<file path="config.mk">
export PLATFORM = sky130hd
export DESIGN_NAME = stereo_matrix_enc
export DESIGN_NICKNAME = d
export VERILOG_FILES = /design/src/rtl/stereo_pkg.sv /design/src/rtl/stream_hold_reg.sv /design/src/rtl/stereo_matrix_enc.sv
export SDC_FILE = /design/constraint.sdc
export NUM_CORES = 1
export LEC_CHECK = 0
export CORE_UTILIZATION = 40
export DETAILED_ROUTE_END_ITERATION = 10
export DONT_BUFFER_PORTS = 1
export PLACE_DENSITY = 0.62
export SETUP_SLACK_MARGIN = 0.02
export SLEW_MARGIN = 20
export SYNTH_ARGS = -nofsm -noshare
export SYNTH_HDL_FRONTEND = slang
export SYNTH_HIERARCHICAL = 1
export SYNTH_SLANG_ARGS = --single-unit
</file>
<file path="constraint.sdc">
create_clock -name clock -period 4.5 [get_ports clock]
set_input_delay 0.9 -clock clock [delete_from_list [all_inputs] [get_ports clock]]
set_output_delay 0.9 -clock clock [all_outputs]
set_load 0.02 [all_outputs]
</file>
<file path="src/rtl/stereo_pkg.sv">
// -----------------------------------------------------------------------------
// stereo_pkg
// Shared definitions for the stereo matrix encoder:
//   DATA_SIZE   default sample width (two's-complement signed samples)
//   sample_t    one sample
//   sat_narrow  clamps a DATA_SIZE+1 bit signed value into sample_t range
// -----------------------------------------------------------------------------
package stereo_pkg;

   localparam int DATA_SIZE = 32;

   typedef logic [DATA_SIZE-1:0] sample_t;

   localparam sample_t SAMPLE_MAX = {1'b0, {(DATA_SIZE-1){1'b1}}};
   localparam sample_t SAMPLE_MIN = {1'b1, {(DATA_SIZE-1){1'b0}}};

   // A DATA_SIZE+1 bit value fits in DATA_SIZE bits exactly when its two top
   // bits agree; otherwise the top bit tells which rail to clamp to.
   function automatic sample_t sat_narrow(input logic signed [DATA_SIZE:0] value);
      sample_t result;
      if (value[DATA_SIZE] != value[DATA_SIZE-1]) begin
         if (value[DATA_SIZE] == 1'b1) begin
            result = SAMPLE_MIN;
         end else begin
            result = SAMPLE_MAX;
         end
      end else begin
         result = value[DATA_SIZE-1:0];
      end
      return result;
   endfunction

endpackage

</file>
<file path="src/rtl/stream_hold_reg.sv">
// -----------------------------------------------------------------------------
// stream_hold_reg
// One-entry holding register feeding a downstream FIFO write port.
//   clock, reset  rising-edge clock, synchronous active-high reset
//   load          capture load_data (overrides a simultaneous write-out)
//   load_data     sample to hold
//   full          downstream FIFO full
//   wr_en         write strobe: a sample is held and downstream has room
//   dout          held sample, stable while an entry is pending
//   ready         may load this cycle: empty, or the held sample leaves now
// -----------------------------------------------------------------------------
module stream_hold_reg
   import stereo_pkg::*;
(
   input  logic    clock,
   input  logic    reset,
   input  logic    load,
   input  sample_t load_data,
   input  logic    full,
   output logic    wr_en,
   output sample_t dout,
   output logic    ready
);

   logic    pend_r;
   sample_t data_r;

   // The reset term keeps a sample held at the moment of a mid-run reset
   // from being written out during the reset cycle itself.
   assign wr_en = pend_r & ~full & ~reset;
   assign ready = ~pend_r | wr_en;
   assign dout  = data_r;

   // Pending flag and data register; a load wins over a same-cycle write-out
   always_ff @(posedge clock) begin
      if (reset) begin
         pend_r <= 1'b0;
         data_r <= {DATA_SIZE{1'b0}};
      end else if (load) begin
         pend_r <= 1'b1;
         data_r <= load_data;
      end else if (wr_en) begin
         pend_r <= 1'b0;
      end else begin
         pend_r <= pend_r;
      end
   end

endmodule

</file>
<file path="src/rtl/stereo_matrix_enc.sv">
// -----------------------------------------------------------------------------
// stereo_matrix_enc
// Joins the left and right show-ahead sample FIFOs and forks each pair into an
// L+R (lpr) and an L-R (lmr) output stream with independent backpressure.
//   clock, reset              rising-edge clock, synchronous active-high reset
//   left_dout/empty/rd_en     left source FIFO head, empty flag, pop
//   right_dout/empty/rd_en    right source FIFO head, empty flag, pop
//   lpr_din/wr_en/full        L+R output FIFO write port
//   lmr_din/wr_en/full        L-R output FIFO write port
// Build option: define STEREO_MATRIX_SAT_EN to saturate sum/difference to the
// sample range; otherwise results wrap modulo 2^DATA_SIZE.
// -----------------------------------------------------------------------------
module stereo_matrix_enc
   import stereo_pkg::*;
(
   input  logic    clock,
   input  logic    reset,
   input  sample_t left_dout,
   input  logic    left_empty,
   output logic    left_rd_en,
   input  sample_t right_dout,
   input  logic    right_empty,
   output logic    right_rd_en,
   output sample_t lpr_din,
   output logic    lpr_wr_en,
   input  logic    lpr_full,
   output sample_t lmr_din,
   output logic    lmr_wr_en,
   input  logic    lmr_full
);

   logic    started_r;
   logic    lpr_ready_s;
   logic    lmr_ready_s;
   logic    pop_s;
   sample_t lpr_val_s;
   sample_t lmr_val_s;

`ifdef STEREO_MATRIX_SAT_EN
   logic [DATA_SIZE:0] sum_s;
   logic [DATA_SIZE:0] diff_s;

   assign sum_s     = {left_dout[DATA_SIZE-1], left_dout} + {right_dout[DATA_SIZE-1], right_dout};
   assign diff_s    = {left_dout[DATA_SIZE-1], left_dout} - {right_dout[DATA_SIZE-1], right_dout};
   assign lpr_val_s = sat_narrow(sum_s);
   assign lmr_val_s = sat_narrow(diff_s);
`else
   // Keeping only the low DATA_SIZE bits of the widened result is the plain
   // modular sum/difference, so the extra bit is never formed here.
   assign lpr_val_s = left_dout + right_dout;
   assign lmr_val_s = left_dout - right_dout;
`endif

   // Hold off popping until one full cycle after reset has been released
   always_ff @(posedge clock) begin
      if (reset) begin
         started_r <= 1'b0;
      end else begin
         started_r <= 1'b1;
      end
   end

   // A pair is taken only when both sides have data and both branches can
   // accept; both source FIFOs are always popped together.
   assign pop_s       = started_r & ~reset & ~left_empty & ~right_empty
                        & lpr_ready_s & lmr_ready_s;
   assign left_rd_en  = pop_s;
   assign right_rd_en = pop_s;

   stream_hold_reg u_lpr_hold (
      .clock     (clock),
      .reset     (reset),
      .load      (pop_s),
      .load_data (lpr_val_s),
      .full      (lpr_full),
      .wr_en     (lpr_wr_en),
      .dout      (lpr_din),
      .ready     (lpr_ready_s)
   );

   stream_hold_reg u_lmr_hold (
      .clock     (clock),
      .reset     (reset),
      .load      (pop_s),
      .load_data (lmr_val_s),
      .full      (lmr_full),
      .wr_en     (lmr_wr_en),
      .dout      (lmr_din),
      .ready     (lmr_ready_s)
   );

endmodule
</file>
==> impl_metrics.toml <==
[power_and_ir_drop]
clkPwrFrac_pct = 36.9
cell_internal_pwr_mw = 1.288
seq_power_share_pct = 33.3
pwr-share-comb_pct = 29.8
leakage_nw = 2.558
vdd_ir_drop_max_mv = 0.1931
p_switching_uw = 658.5
swShare_pct = 33.82
power.density_cell_area_nw_per_um2 = 311.0

[die]
floorplan.die.height_um = 124.4
initial_core_utilization_pct = 41.08
core_area_um2 = 14590
fp.dieW_um = 124.4
ios = 138
fp.dieArea_um2 = 15480
std_cell_rows = 44

[run]
maxCapViolations = 0

[clock_tree]
clkTransAtPathRegs_ps = 60
clock_insertion_delay_worst_skew_ps = 340
cts_max_path_buffers = 2
cts_sinks = 67
root_buffer_master = "clkbuf_16"
h-tree-depth = 3
post_cts_resize_count = 0
tritoncts = "yes"
post_cts.repair.setup_buffers = 0
numCtsBuffers = 9
postCtsHoldBufs = 0

[sta]
timing.max_slew.rel_slack_pct = 52.44
hold_viol = 0
worstMarginPinSlew_ps = 711.9
setup_repair_after_global_routing_missed_its_margin = "false"
maxClockFrequency_mhz = 280.0
timing_max_transition_violations_final = 0
post-route-period-util_pct = 79.36
finClkSkew_ps = 4.496
worst_hold_slack_ps = 502.7
finalSetupViolCount = 0
setup_slack_ps = 928.9
final_period_minus_worst_setup_slack_ps = 3571
setup_total_negative_slack_ps = 0

[setup_path]
crit_fanout = 11
reg2reg_setup_slack_ps = 2600
cp-endpoint = "u_lpr_hold/dout[31]"
setup.worst_path.start = "right_dout[14]"
timing.critical_path.arrival_ps = 3800
timing.rr.start = "u_lpr_hold/pend_r"
cp_launch_type = "input port"
worst-endpoint-required_ps = 4730
critical_path.reg2reg.endpoint = "u_lpr_hold/dout[28]"
worst-r2r-cell-count = 7
critPathCaptureType = "flip-flop"
timing_worst_setup_path_type = "input port to flip-flop"

[logic_synthesis]
ys_async_sr_fraction_pct = 0
postSynthAreaPerCell_um2 = 8.002
mapped_area_um2 = 5993
post_synthesis_net_count = 883
synth.ff_latch_count = 67
synth_enable_flop_cells = 0
fraction_of_the_yosys_area_taken_by_sequential_cells_pct = 22.38
post_synth_inst_count = 749
synth_warnings = 6
yosysUniqueCellTypes = 64
synth-main-ff-cell = "dfxtp_1"

[global_routing]
grt_pass1_vias = 4921
antenna_found_initial = 0
grt_pass1_wl_um = 26160
grt.overflow.total = 0
grt_start_max_net_pins = 72
globalRouteTotalUtil_pct = 20.89

[detailed_routing]
remaining_drc_errors = 0
drt_iter0_drc = 326
count_of_vias_placed_by_the_detailed_router = 5121
route.detailed.vias_per_inst = 5.615
route.detailed.wl_per_inst_um = 17.65
antenna_violating_nets_post_route = 0
wirelength_um = 16100
drt-pass1-iter-count = 4

[layout]
most_common_cell_after_layout_fill_and_taps_aside = "nor2_1"
antenna_cells = 0
layout.cells.most_common_list = "nor2_1 (111), a21oi_1 (69), dfxtp_1 (67), mux2i_1 (66), inv_1 (65)"
fillers = 1511
nets = 857
post_route_cells_drive_above_1_share_pct = 4.121
syn_to_final_growth_pct = 4.447
finalInstanceArea_um2 = 6260

[place]
post-dp-hpwl_um = 12580
gp_routability_congestion = 0.8777
placed_cell_area_um2 = 5964
io_buffer_count = 0
placement.setup.worst_slack_ps = 618.5

[outcome]
status = "finished clean"

[min_path]
holdCritPathClass = "flip-flop to flip-flop"
-- worst min path at each step --
stage	from	endpoint	slack, ps	cells after the start
after global placement	u_lmr_hold/pend_r	u_lmr_hold/pend_r	480	2
after CTS	u_lpr_hold/pend_r	u_lpr_hold/pend_r	510	2
final	u_lpr_hold/pend_r	u_lpr_hold/pend_r	500	2
after floorplan	u_lmr_hold/pend_r	u_lmr_hold/pend_r	460	2
after detailed placement	u_lpr_hold/pend_r	u_lpr_hold/pend_r	490	2
after global routing	u_lmr_hold/pend_r	u_lmr_hold/pend_r	530	2
-- kinds of logic after synthesis --
kind of cell	count (synthesis)	share of synthesized area (%)
compound gates	188	20.25
fa+ha+maj	64	13.61
simple gates	202	15.66
xor+xnor	55	8.038
buf+inv	107	9.040
flops	67	22.38
mux	66	11.02
-- critical path, stage by stage --
cell       delay, ps
inv_1             20
ha_1             480
inv_1            160
a21oi_1          250
o211ai_1         160
a2111oi_1        580
o21ai_2          200
a21oi_2          310
o41ai_1          110
or4_1            420
mux2i_1          150
nor2_1            50
-- flip-flops by register name, summed over array words and instances (netlist names) --
| register | flops |
|---|---|
| u_lmr_hold/pend_r | 1 |
| u_lpr_hold/pend_r | 1 |
| u_lmr_hold/dout | 32 |
| u_lpr_hold/dout | 32 |
| started_r | 1 |
-- stage by stage --
stage	instances	power, mW	utilization, %
2_1_floorplan	749	1.126	-
3_5_place_dp	896	1.234	40.88
3_3_place_gp	896	1.235	40.88
5_1_grt	912	2.055	42.91
4_1_cts	912	1.964	42.91
6_report	912	1.947	42.91
-- synthesized netlist by cell type, types with 9 or more instances --
cell	instances	share of area, %
a21oi_1	69	5.8
clkbuf_1	16	1.0
buf_2	10	0.84
a21o_1	14	1.8
mux2i_1	66	11
inv_1	65	4.1
nand2_1	22	1.4
o21ai_0	25	2.1
nor3_1	13	1.1
ha_1	62	13
dfxtp_1	67	22
nor2_1	111	7.0
xnor2_1	48	7.0
o21bai_1	17	2.1
o31ai_1	9	1.1
-- routing by layer --
| metal | wire, µm | vias up | track usage (%) |
|---|---|---|---|
| met1 | 7270 | 2360 | 28.04 |
| met3 | 1296 | 17 | 5.756 |
| met2 | 7285 | 179 | 32.34 |
| met4 | 247 | 0 | 6.378 |
| met5 | 0 | - | 0 |
| li1 | - | 2565 | - |
-- power by group through the flow --
| stage | clock, mW | combinational (mW) | sequential, mW |
|---|---|---|---|
| 2_1_floorplan | 0 | 0.471 | 0.655 |
| 3_3_place_gp | 0 | 0.574 | 0.661 |
| 3_5_place_dp | 0 | 0.572 | 0.661 |
| 4_1_cts | 0.740 | 0.577 | 0.648 |
| 5_1_grt | 0.762 | 0.643 | 0.650 |
| 6_report | 0.718 | 0.581 | 0.648 |
-- final cells by class --
class | instances | area [µm²] | share of cell area, %
clock buffers | 11 | 242.7 | 3.878
clock inverters | 5 | 52.55 | 0.8395
inverters | 66 | 247.7 | 3.958
multi-input cells | 575 | 4115 | 65.74
flip-flops and latches | 67 | 1341 | 21.43
well taps | 184 | 230.2 | 3.678
repair buffers | 4 | 30.03 | 0.4797
(Power assumes the default switching activity.)
